==> src/rtl/serial_adder_ctrl.sv <==
// serial_adder_ctrl: adds two WIDTH-bit operands plus carry-in one bit per clock, LSB first,
// using a single full-adder slice behind a start/busy/done handshake.
module serial_adder_ctrl #(
  parameter int WIDTH = 8
) (
  input  logic             clk,
  input  logic             rst_n,
  input  logic             start,
  input  logic [WIDTH-1:0] a,
  input  logic [WIDTH-1:0] b,
  input  logic             cin,
  output logic             busy,
  output logic             done,
  output logic [WIDTH-1:0] sum,
  output logic             cout
);
  localparam int CW = $clog2(WIDTH + 1);
  typedef enum logic [1:0] {IDLE, RUN, DONE} state_t;
  state_t state_q, state_d;
  logic [WIDTH-1:0] a_sh_q, a_sh_d, b_sh_q, b_sh_d, s_sh_q, s_sh_d, sum_q, sum_d;
  logic [CW-1:0] cnt_q, cnt_d;
  logic c_q, c_d, cout_q, cout_d;
  logic s, carry, last;
  logic [WIDTH:0] s_ext;
  always_comb begin
    s = a_sh_q[0] ^ b_sh_q[0] ^ c_q;
    carry = ((a_sh_q[0] ^ b_sh_q[0]) & c_q) | (a_sh_q[0] & b_sh_q[0]);
    // shifting the widened vector keeps {s, s_sh[WIDTH-1:1]} legal when WIDTH is 1
    s_ext = {s, s_sh_q} >> 1;
    last = cnt_q == CW'(WIDTH - 1);
    state_d = state_q;
    a_sh_d = a_sh_q;
    b_sh_d = b_sh_q;
    s_sh_d = s_sh_q;
    c_d = c_q;
    cnt_d = cnt_q;
    sum_d = sum_q;
    cout_d = cout_q;
    unique case (state_q)
      IDLE: if (start) begin
        a_sh_d = a;
        b_sh_d = b;
        c_d = cin;
        cnt_d = '0;
        state_d = RUN;
      end
      RUN: begin
        a_sh_d = a_sh_q >> 1;
        b_sh_d = b_sh_q >> 1;
        s_sh_d = s_ext[WIDTH-1:0];
        c_d = carry;
        cnt_d = cnt_q + CW'(1);
        if (last) begin
          sum_d = s_ext[WIDTH-1:0];
          cout_d = carry;
          state_d = DONE;
        end
      end
      DONE: state_d = IDLE;
      default: state_d = IDLE;
    endcase
  end
  always_ff @(posedge clk or negedge rst_n) begin
    if (!rst_n) begin
      state_q <= IDLE;
      a_sh_q <= '0;
      b_sh_q <= '0;
      s_sh_q <= '0;
      c_q <= 1'b0;
      cnt_q <= '0;
      sum_q <= '0;
      cout_q <= 1'b0;
    end else begin
      state_q <= state_d;
      a_sh_q <= a_sh_d;
      b_sh_q <= b_sh_d;
      s_sh_q <= s_sh_d;
      c_q <= c_d;
      cnt_q <= cnt_d;
      sum_q <= sum_d;
      cout_q <= cout_d;
    end
  end
  assign busy = state_q == RUN;
  assign done = state_q == DONE;
  assign sum = sum_q;
  assign cout = cout_q;
endmodule

==> config.mk <==
export PLATFORM = sky130hd
export DESIGN_NAME = serial_adder_ctrl
export DESIGN_NICKNAME = d
export VERILOG_FILES = /design/src/rtl/serial_adder_ctrl.sv
export SDC_FILE = /design/constraint.sdc
export NUM_CORES = 1
export LEC_CHECK = 0
export BUFFER_PORTS_ARGS = -buffer_cell sky130_fd_sc_hd__buf_2
export CORE_ASPECT_RATIO = 1.75
export CORE_MARGIN = 3
export CORE_UTILIZATION = 49
export CTS_CLUSTER_DIAMETER = 60
export DETAILED_ROUTE_END_ITERATION = 6
export GPL_TIMING_DRIVEN = 0
export HOLD_SLACK_MARGIN = 0.12
export PLACE_DENSITY = 0.74
export SLEW_MARGIN = 20
export SYNTH_ARGS = -nofsm -noshare
export SYNTH_HDL_FRONTEND = slang
export SYNTH_SLANG_ARGS = --single-unit
==> constraint.sdc <==
create_clock -name clk -period 1.45 [get_ports clk]
set_clock_uncertainty 0.15 [all_clocks]
set_input_delay 0.2175 -clock clk [delete_from_list [all_inputs] [get_ports clk]]
set_output_delay 0.2175 -clock clk [all_outputs]
set_load 0.02 [all_outputs]
### After elaboration in Yosys (flattened, before gate mapping)

Index checks and enable logic that the tools add are counted.

| word-level totals | value |
|---|---|
| output and inout bits | 11 |
| input port bits | 20 |
| flip-flop bits (word level) | 40 |
| word-level logic and storage cells | 35 |

| operators by class | value |
|---|---|
| bitwise logic cells | 5 |
| reduce and logical (&&, ||, !) cells | 5 |
| $add $sub $neg | 1 |
| mux-type cells | 11 |
| eq/ne operators | 5 |

Operator list:

| cell | number |
|---|---|
| $pmux W8 S2 | 2 |
| $mux W8 | 2 |
| $pmux W4 S2 | 1 |
| $reduce_and A2 Y1 | 3 |
| $add A4 B1 Y4 const B | 1 |
| $eq A4 B3 Y1 const B | 1 |
| $mux W2 | 2 |
| $mux W4 | 1 |
| $pmux W2 S2 | 1 |
| $and A1 B1 Y1 | 2 |
| $eq A2 B1 Y1 const B | 1 |
| $eq A2 B2 Y1 const B | 1 |
| $logic_not A2 Y1 | 1 |
| $ne A2 B1 Y1 const B | 1 |
| $ne A2 B2 Y1 const B | 1 |
| $pmux W1 S2 | 1 |
| $reduce_bool A2 Y1 | 1 |
| $xor A1 B1 Y1 | 2 |
| $mux W1 | 1 |
| $or A1 B1 Y1 | 1 |

### Depth between registers and ports, before layout

Gate-level depths: netlist of run 1.

| depth | value |
|---|---|
| word-level depth | 4 |
| mapped depth | 6 |
| depth with buffers taken out | 4 |

### Worst setup path after synthesis of run 1

OpenSTA, ideal clock, no wires.

| timing | value |
|---|---|
| path kind | register -> register |
| start point | register cnt_q[0] |
| end point | register cout_q (netlist: cout) |
| cell stages (with the launch flop) | 5 |
| data arrival time | 1.304 ns |
| clock period less this slack | 1.579 ns |
| path buffers | 0 |
| path slack | -0.129 ns |
| setup time | 0.125 ns |
| required time | 1.175 ns |
| path through | dfrtp_1 ha_1 nand2_1 nor3_4 mux2_2 |

| between the ends | value |
|---|---|
| cells in the longest elaborated chain, start to end | 2 |

RTL lines:

| what | RTL line | source |
|---|---|---|
| start: declaration | 21 | `logic [CW-1:0] cnt_q, cnt_d;` |
| start signal: assignment | 79 | `cnt_q <= cnt_d;` |
| $eq A4 B3 Y1 | 30 | `last = cnt_q == CW'(WIDTH - 1);` |
| $reduce_and A2 Y1 (no line) | - |  |
| end signal: assignment | 81 | `cout_q <= cout_d;` |
| end: declaration | 22 | `logic c_q, c_d, cout_q, cout_d;` |

No other way between the ends.
A chain may end at the register's enable or synchronous reset.

### Worst setup path in the final report of run 1

| timing | value |
|---|---|
| start point | register state_q[1] |
| end point | output port busy |

| between the ends | value |
|---|---|
| cells in the longest elaborated chain, start to end | 1 |

RTL lines:

| what | RTL line | source |
|---|---|---|
| start: declaration | 19 | `state_t state_q, state_d;` |
| start signal: assignment | 74 | `state_q <= state_d;` |
| $eq A2 B1 Y1 | 84 | `assign busy = state_q == RUN;` |
| end: declaration | 12 | `output logic busy,` |

No other way between the ends.

==> results.sh, run 1 <==
export IMPL_start_kind="flip-flop"
export IMPL_ant_nets=0
export IMPL_drive_gt1_share_pct=37.34
export IMPL_synth_cells=160
export IMPL_ir_drop_mv=1.544
export IMPL_yosys_cell_types_count=23
export IMPL_criticalPathCategory="reg2out"
export IMPL_remaining_drc_errors=0
export IMPL_wl_met1_um=1530
export IMPL_via_per_inst=5.525
export IMPL_totalWireLength_um=4298
export IMPL_clock_latency_ps=290
export IMPL_top_layer="met4"
export IMPL_fmax_mhz=610.8
export IMPL_fin_ws_ps=-187.1
export IMPL_die_width_um=50.43
export IMPL_antenna_found_initial=0
export IMPL_clockPowerShare_pct=14.3
export IMPL_firstDrtPassIters=6
export IMPL_initial_core_util_pct=52.20
export IMPL_p_sw_mw=1.935
export IMPL_htree_levels=2
export IMPL_leakage_nw=1.169
export IMPL_clkTransAtPathRegs_ps=70
export IMPL_grt_pass1_vias=1587
export IMPL_avgSynthCellArea_um2=10.58
export IMPL_met3_wirelength_um=240
export IMPL_rsz0062_at_grt="yes"
export IMPL_num_vias=1525
export IMPL_setup_viol=15
export IMPL_cp_common_cell="buf_6"
export IMPL_cts_tree="yes"
export IMPL_p_seq_share_pct=36.5
export IMPL_crit_fanout=3
export IMPL_hp_class="reg2reg"
export IMPL_path_cells="nand2b_4 > buf_8 > clkinvlp_4 > buf_6 > buf_6"
export IMPL_grt_pass1_wl_um=7120
export IMPL_cts_inserted_buffers=5
export IMPL_num_rows=27
export IMPL_drt_iter0_markers=51
export IMPL_final_cell_mix="dfrtp_1 (39), nand2_1 (33), buf_2 (29)"
export IMPL_dieArea_mm2=0.004224
export IMPL_power_internal_mw=3.201
export IMPL_seq_area_frac_synth_pct=57.65
export IMPL_relSlewSlack_pct=43.99
export IMPL_violations="negative setup slack"
export IMPL_status="finished, violations left"
export IMPL_place_congestion=0.7707
export IMPL_synth_top_area_share_pct=57.65
export IMPL_clockBufferDepth=2
export IMPL_maxCapViolations=0
export IMPL_drv_slew=0
export IMPL_dr_wl_met2_um=2448
export IMPL_syn2layout_area_growth_pct=47.08
export IMPL_finalCritPeriodShare_pct=112.9
export IMPL_cts_root_buf="clkbuf_8"
export IMPL_ys_warnings_count=0
export IMPL_fin_tns_setup_ps=-1784
export IMPL_die_y_um=83.76
export IMPL_final_core_utilization_pct=76.77
export IMPL_port_buffer_count=30
export IMPL_worst_pin_slew_ps=840.2
export IMPL_cp_slowest_cell="dfrtp_1"
export IMPL_cts_sinks=39
export IMPL_end_kind="output pin"
export IMPL_synth_area_top_cells="dfrtp_1 (58%), nand2_1 (7.5%), a22oi_1 (6.7%), mux2_2 (6.0%), o21ai_0 (5.3%)"
export IMPL_wire_per_inst_um=15.57
export IMPL_core_area_mm2=0.003243
export IMPL_power_frac_comb_pct=49.2
export IMPL_cp_arrival_ps=1270
export IMPL_syn_area_mm2=0.001693
export IMPL_yosysTopAreaCell="dfrtp_1"
export IMPL_powerDensity_mw_per_mm2=2063
export IMPL_swShare_pct=37.67
export IMPL_critPathRequiredTime_ps=1080
export IMPL_final_common_cell="dfrtp_1"
export IMPL_hold_violations=0
export IMPL_synth_seq_cells=39
export IMPL_insertedDiodeCount=0
export IMPL_gr_total_overflow=0
export IMPL_hpwl_um=2453
export IMPL_grt_max_degree=40
export IMPL_nNetsFinal=255
export IMPL_fin_crit_ps=1637
export IMPL_synth_nets=182
export IMPL_power_mw=5.136
export IMPL_max_stage_delay_ps=390
export IMPL_grt_total_usage_pct=21.98
export IMPL_ioPinCount=31
## kinds of logic (layout without fill, tap and decap cells)
kind of cell	after synthesis	count (layout)	share of synthesized area, %
DFF	39	39	57.65
buffers and inverters	12	85	3.178
muxes	10	10	6.578
adders and majority gates	2	2	1.922
AOI/OAI and AO/OA	46	46	16.70
and+or+nand+nor	51	51	13.97
## worst max-delay path, delay by kind of cell (launching register included)
kind | cells | cell delay, ps
buf+inv | 4 | 430
flops | 1 | 390
simple gates | 1 | 160
## repair_timing
action / 4_1_cts / 5_1_grt
cloned: 1 / 0
pin swaps: 1 / 2
buffers inserted: 12 / 5
endpoints found under the hold margin: 55 / 1
gates resized for setup: 33 / 25
hold buffers: 17 / 1
setup endpoints to repair: 33 / 30
## per-stage QoR
step	area, um2	hold slack, ps	cells	worst slack (ps)
after detailed placement	1914	215.7	233	-310.4
after global placement	1914	215.3	233	-283.9
after floorplan	1710	-228.1	160	-126.9
after CTS	2385	129.0	270	-172.4
after global routing	2490	366.7	276	-243.0
final	2490	337.6	276	-187.1
## sequential cells by signal (all words and copies together) (netlist names)
| signal | flops |
|---|---|
| c_q | 1 |
| cnt_q | 4 |
| s_sh_q | 7 |
| b_sh_q | 8 |
| sum | 8 |
| state_q | 2 |
| cout | 1 |
| a_sh_q | 8 |
## layer usage
layer / vias up / global-route usage (%)
li1: 701 / -
met1: 747 / 24.91
met5: - / 0
met4: 0 / 9.804
met3: 8 / 5.546
met2: 69 / 37.74
## layout make-up
| cell class | count | area, um2 |
|---|---|---|
| clock inverter | 1 | 5.005 |
| inverter | 2 | 11.26 |
| tap | 43 | 53.80 |
| clock buffer | 6 | 82.58 |
| buffer | 10 | 92.59 |
| timing repair buffer | 66 | 531.8 |
| fill | 221 | 753.2 |
| sequential | 39 | 975.9 |
| multi-input combinational | 109 | 737.0 |
## power by group through the flow
stage | Sequential, mW | Combinational, mW | Clock, mW
after global routing | 1.93 | 2.77 | 0.793
final | 1.87 | 2.53 | 0.735
after floorplan | 1.93 | 1.10 | 0
after CTS | 1.84 | 2.24 | 0.741
after global placement | 1.84 | 1.61 | 0
after detailed placement | 1.87 | 1.67 | 0
## synthesized netlist by cell type
cell type / number
clkbuf_1: 4
nor2b_1: 11
dfrtp_1: 39
nand3_1: 2
a32o_1: 1
buf_1: 1
mux2_2: 9
fa_1: 1
nand2_1: 34
ha_1: 1
inv_1: 2
mux2i_1: 1
a22o_1: 1
o311ai_0: 1
nor3_4: 1
nor2_1: 2
o21ai_0: 18
o21bai_1: 1
a22oi_1: 15
a21oi_1: 9
buf_4: 1
buf_2: 4
nand2b_1: 1
## final timing paths
kind / cells after the start / end / slack (ps) / startpoint
max: 5 / busy / -190 / state_q[1]
min: 2 / s_sh_q[1] / 340 / s_sh_q[1]
max reg2reg: 5 / sum[4] / -180 / cnt_q[0]
min reg2reg: 2 / s_sh_q[1] / 340 / s_sh_q[1]
max in group asynchronous: 2 / sum[4] / 190 / rst_n
min in group asynchronous: 2 / s_sh_q[5] / 430 / rst_n
No activity file was read; power rests on OpenSTA's default activity.
==> inputs of run 2 (changes only) <==
--- a/config.mk
+++ b/config.mk
@@ -8,12 +8,13 @@
 export BUFFER_PORTS_ARGS = -buffer_cell sky130_fd_sc_hd__buf_2
 export CORE_ASPECT_RATIO = 1.75
 export CORE_MARGIN = 3
-export CORE_UTILIZATION = 49
+export CORE_UTILIZATION = 45
 export CTS_CLUSTER_DIAMETER = 60
 export DETAILED_ROUTE_END_ITERATION = 6
 export GPL_TIMING_DRIVEN = 0
 export HOLD_SLACK_MARGIN = 0.12
-export PLACE_DENSITY = 0.74
+export PLACE_DENSITY = 0.69
+export SKIP_CTS_REPAIR_TIMING = 1
 export SLEW_MARGIN = 20
 export SYNTH_ARGS = -nofsm -noshare
 export SYNTH_HDL_FRONTEND = slang
==> run 2 against run 1 <==
  * The run ends with negative hold slack, negative setup slack left
  * Critical path depth is the same
  * First-iteration DRC count shrank 24%
  * Combinational power shrank 12%
  * Clock power grew 26%
  * Critical path type unchanged
  * Hold slack lost 460 ps
  * Setup slack lost 49 ps
  * Wire length shrank 11%
  * Largest cell class unchanged
==> results.sh, run 2 (same netlist as run 1, synthesis figures left out) <==
export IMPL_status="finished, violations left"
export IMPL_violations="negative hold slack, negative setup slack"
export IMPL_worst_pin_slew_ps=850.8
export IMPL_rsz0062_at_grt="yes"
export IMPL_insertedDiodeCount=0
export IMPL_criticalPathCategory="reg2out"
export IMPL_hold_violations=39
export IMPL_num_vias=1404
export IMPL_rr_startpoint="state_q[1]"
export IMPL_powerDensity_mw_per_mm2=2122
export IMPL_wire_per_inst_um=14.26
export IMPL_final_cell_mix="dfrtp_1 (38), nand2_1 (33), buf_2 (31)"
export IMPL_htree_levels=2
export IMPL_grt_pass1_vias=1347
export IMPL_ioPinCount=31
export IMPL_nNetsFinal=244
export IMPL_relSlewSlack_pct=43.28
export IMPL_cp_top_family="buffers and inverters"
export IMPL_crit_fanout=7
export IMPL_hpwl_um=2485
export IMPL_totalWireLength_um=3823
export IMPL_die_width_um=52.37
export IMPL_critPathRequiredTime_ps=1080
export IMPL_reg2reg_to="cout"
export IMPL_cp_slowest_cell="dfrtp_1"
export IMPL_final_common_cell="dfrtp_1"
export IMPL_drt_iter0_markers=39
export IMPL_max_stage_delay_ps=410
export IMPL_place_congestion=0.7431
export IMPL_cp_arrival_ps=1320
export IMPL_core_area_mm2=0.003503
export IMPL_hp_class="in2async"
export IMPL_finalCritPeriodShare_pct=116.3
export IMPL_ant_nets=0
export IMPL_startpoint="state_q[1]"
export IMPL_gr_total_overflow=0
export IMPL_firstDrtPassIters=4
export IMPL_ir_drop_mv=1.176
export IMPL_initial_core_util_pct=48.32
export IMPL_reg2reg_depth=5
export IMPL_setup_viol=24
export IMPL_path_depth=5
export IMPL_cts_root_buf="clkbuf_8"
export IMPL_drv_slew=0
export IMPL_port_buffer_count=30
export IMPL_final_core_utilization_pct=67.93
export IMPL_leakage_nw=1.121
export IMPL_die_y_um=87.14
export IMPL_grt_pass1_wl_um=6147
export IMPL_reg2reg_slack_ps=-190
export IMPL_crit_end="busy"
export IMPL_num_rows=28
export IMPL_fmax_mhz=593.0
export IMPL_fin_crit_ps=1686
export IMPL_maxCapViolations=0
export IMPL_via_per_inst=5.239
export IMPL_grt_max_degree=40
export IMPL_grt_total_usage_pct=17.95
export IMPL_dieArea_mm2=0.004563
export IMPL_syn2layout_area_growth_pct=40.58
export IMPL_clkTransAtPathRegs_ps=80
export IMPL_clockBufferDepth=2
export IMPL_start_kind="flip-flop"
export IMPL_critPathBufInv=4
export IMPL_cts_inserted_buffers=5
export IMPL_drive_gt1_share_pct=35.87
export IMPL_remaining_drc_errors=0
export IMPL_hold_ws_ps=-120.9
export IMPL_path_cells="nand2b_4 > buf_8 > clkinvlp_4 > buf_6 > buf_6"
export IMPL_antenna_found_initial=0
export IMPL_cp_common_cell="buf_6"
export IMPL_fin_ws_ps=-236.4
export IMPL_end_kind="output pin"
export IMPL_cts_tree="yes"
export IMPL_clock_latency_ps=290
export IMPL_cts_sinks=39
-- run 2: cell count changes in the layout (fill, tap and decap cells not counted), moves of 2 or more --
cell / delta
a22oi_1: +2
a22oi_2: -2
buf_2: +2
buf_4: +2
buf_6: -5
buf_8: -4
dlygate4sd3_1: -6
mux2_2: -6
mux2_4: +6
o21ai_0: +3
o21ai_1: -3
-- run 2: metrics by stage --
step           TNS (ps)  instances  setup slack (ps)  cell area, um2  power (mW)
6_report          -2151        268            -236.4            2380       5.050
5_1_grt           -4680        268            -296.3            2380       5.439
4_1_cts           -5555        243            -602.1            2034       4.474
3_5_place_dp      -5932        235            -326.7            1917       3.545
3_3_place_gp      -5383        235            -289.1            1917       3.458
2_1_floorplan     -1097        160            -126.9            1710       3.028
-- run 2: area by class of cell --
class	instances	area, um2
buffer	10	76.32
clock buffer	6	82.58
clock inverter	2	35.03
fill	279	1124
inverter	2	11.26
multi-input combinational	109	748.2
sequential	39	977.2
tap	45	56.30
timing repair buffer	55	392.9
-- run 2: power by group --
| part | switching [mW] | internal, mW | leakage (nW) |
|---|---|---|---|
| Clock | 0.370 | 0.557 | 0.0612 |
| Combinational | 1.11 | 1.12 | 0.555 |
| Sequential | 0.362 | 1.54 | 0.505 |
| Total | 1.84 | 3.21 | 1.12 |
-- run 2: how the worst min path moves through the flow --
stage                from        end  slack [ps]  cells past startpoint
floorplan           rst_n  a_sh_q[0]        -230                      0
global placement    rst_n     sum[0]         210                      1
detailed placement  rst_n  s_sh_q[1]         220                      1
CTS                 rst_n  s_sh_q[1]         -90                      1
global route        rst_n     sum[0]         -60                      1
finish              rst_n     sum[2]        -120                      1
-- run 2: metal layers --
metal,share of wire (%),wire (um),GRT usage (%),vias up
li1,-,-,-,676
met1,40,1514,20.72,677
met2,54,2050,30.77,42
met3,4.9,187,5.489,9
met4,1.9,71,6.047,0
met5,0,0,0,-
==> inputs of run 3 (changes only) <==
==> constraint.sdc (replaced) <==
create_clock -name clk -period 1.5 [get_ports clk]
set_clock_uncertainty 0.15 [all_clocks]
set_input_delay 0.225 -clock clk [delete_from_list [all_inputs] [get_ports clk]]
set_output_delay 0.225 -clock clk [all_outputs]
set_load 0.02 [all_outputs]
==> run 3 against run 2 <==
  * Global-route usage grew 0.054 points
  * Sequential share of layout area is 1.0 points lower
  * Wire length is 4.8% higher
  * Die area stayed put
  * The flow finishes with violations (negative setup slack)
  * Critical path depth stayed put
  * Largest power group unchanged
  * Sequential cell count is the same
==> results.sh, run 3 (same netlist as run 1, synthesis figures left out) <==
export IMPL_firstDrtPassIters=4
export IMPL_crit_fanout=5
export IMPL_cts_tree="yes"
export IMPL_gr_total_overflow=0
export IMPL_fin_crit_ps=1689
export IMPL_cp_top_family="buffers and inverters"
export IMPL_core_area_mm2=0.003503
export IMPL_maxCapViolations=0
export IMPL_ant_nets=0
export IMPL_port_buffer_count=30
export IMPL_status="finished, violations left"
export IMPL_p_sw_mw=1.875
export IMPL_htree_levels=2
export IMPL_cts_root_buf="clkbuf_8"
export IMPL_criticalPathCategory="reg2out"
export IMPL_end_kind="output pin"
export IMPL_path_depth=5
export IMPL_start_kind="flip-flop"
export IMPL_hold_ws_ps=75.63
export IMPL_setup_viol=18
export IMPL_syn2layout_area_growth_pct=44.20
export IMPL_num_rows=28
export IMPL_via_per_inst=5.224
export IMPL_place_congestion=0.7720
export IMPL_cts_inserted_buffers=5
export IMPL_multiInputGateArea_um2=760.7
export IMPL_hp_class="in2reg"
export IMPL_initial_core_util_pct=48.32
export IMPL_cp_common_cell="buf_6"
export IMPL_grt_total_usage_pct=18.01
export IMPL_ir_drop_mv=1.282
export IMPL_cp_slowest_cell="dfrtp_1"
export IMPL_p_seq_share_pct=37.0
export IMPL_rsz0062_at_grt="yes"
export IMPL_leakage_nw=1.148
export IMPL_max_stage_delay_ps=390
export IMPL_die_width_um=52.37
export IMPL_hpwl_um=2532
export IMPL_antenna_found_initial=0
export IMPL_clock_latency_ps=300
export IMPL_drt_iter0_markers=37
export IMPL_pre_cts_ws_ps=-333.1
export IMPL_critPathBufInv=4
export IMPL_clockPowerShare_pct=14.4
export IMPL_fill_cells=268
export IMPL_clockBufferDepth=2
export IMPL_power_internal_mw=3.092
export IMPL_num_vias=1447
export IMPL_relSlewSlack_pct=42.54
export IMPL_fin_ws_ps=-189.3
export IMPL_finalCritPeriodShare_pct=112.6
export IMPL_ioPinCount=31
export IMPL_hold_violations=0
export IMPL_cp_arrival_ps=1310
export IMPL_path_cells="nand2b_4 > buf_8 > clkinvlp_4 > buf_6 > buf_6"
export IMPL_fmax_mhz=591.9
export IMPL_cts_sinks=39
export IMPL_final_cell_mix="dfrtp_1 (38), buf_2 (29), nand2_1 (28)"
export IMPL_nNetsFinal=253
export IMPL_critPathRequiredTime_ps=1120
export IMPL_die_y_um=87.14
export IMPL_grt_max_degree=40
export IMPL_regArea_um2=977.2
export IMPL_grt_pass1_wl_um=6120
export IMPL_powerDensity_mw_per_mm2=2035
export IMPL_remaining_drc_errors=0
export IMPL_final_common_cell="dfrtp_1"
export IMPL_grt_pass1_vias=1373
export IMPL_dieArea_mm2=0.004563
export IMPL_drive_gt1_share_pct=39.22
export IMPL_reg2reg_depth=9
export IMPL_reg2reg_slack_ps=-140
export IMPL_drv_slew=0
export IMPL_power_frac_comb_pct=48.6
export IMPL_worst_pin_slew_ps=861.9
export IMPL_swShare_pct=37.75
export IMPL_whs_path_depth=3
export IMPL_insertedDiodeCount=0
export IMPL_violations="negative setup slack"
export IMPL_wire_per_inst_um=14.46
export IMPL_clkTransAtPathRegs_ps=80
export IMPL_totalWireLength_um=4006
-- run 3: changes by cell type in the layout (fill, tap and decap cells not counted), moves of 2 or more --
cell	previous run	this run
dlygate4sd3_1	12	14
buf_2	31	29
buf_4	12	19
nand2_2	1	6
clkinvlp_4	1	3
nand2_1	33	28
-- run 3: worst paths after layout --
path / start / end
max: state_q[1] / busy
min: a[5] / a_sh_q[5]
max reg2reg: state_q[1] / s_sh_q[7]
min reg2reg: s_sh_q[1] / s_sh_q[1]
max in group asynchronous: rst_n / state_q[0]
min in group asynchronous: rst_n / sum[1]
-- run 3: power by group through the flow --
stage                     logic (mW)  registers (mW)  clock network (mW)
after global placement          1.52            1.78                   0
after floorplan                 1.03            1.87                   0
after CTS                       1.58            1.79               0.728
final                           2.41            1.84               0.715
after global routing            2.64            1.91               0.765
after detailed placement        1.58            1.81                   0
-- run 3: area by class of cell --
type                            instances  area share (%)
Sequential cell                        39           40.03
Multi-Input combinational cell        109           31.16
Timing Repair Buffer                   64           19.22
Buffer                                 10           3.178
Clock buffer                            5           2.819
Tap cell                               45           2.307
Clock inverter                          3          0.8201
Inverter                                2          0.4613
-- run 3: metrics by stage --
stage | instances | power [mW] | utilization (%) | cell area (um2) | setup TNS, ps
floorplan | 160 | 2.898 | - | 1702 | -647.5
global placement | 235 | 3.304 | 54.46 | 1908 | -3982
detailed placement | 235 | 3.388 | 54.46 | 1908 | -5093
CTS | 243 | 4.100 | 57.00 | 1997 | -4956
global route | 277 | 5.315 | 69.68 | 2441 | -3492
finish | 277 | 4.967 | 69.68 | 2441 | -1917
-- run 3: routing by layer --
| metal | routed length [um] | vias to the layer above | GRT usage [%] |
|---|---|---|---|
| li1 | - | 694 | - |
| met1 | 1648 | 716 | 20.68 |
| met2 | 2150 | 30 | 30.54 |
| met3 | 138 | 7 | 4.974 |
| met4 | 68 | 0 | 7.674 |
| met5 | 0 | - | 0 |
-- run 3: worst reg2reg max path, cell delays in order, from the launching register on --
cell and delay (ps):
dfrtp_1 390, nand2b_4 150, buf_8 110, clkinvlp_4 110, buf_6 130, buf_4 130
buf_6 130, buf_4 130, nand2_2 50, nand2_1 40
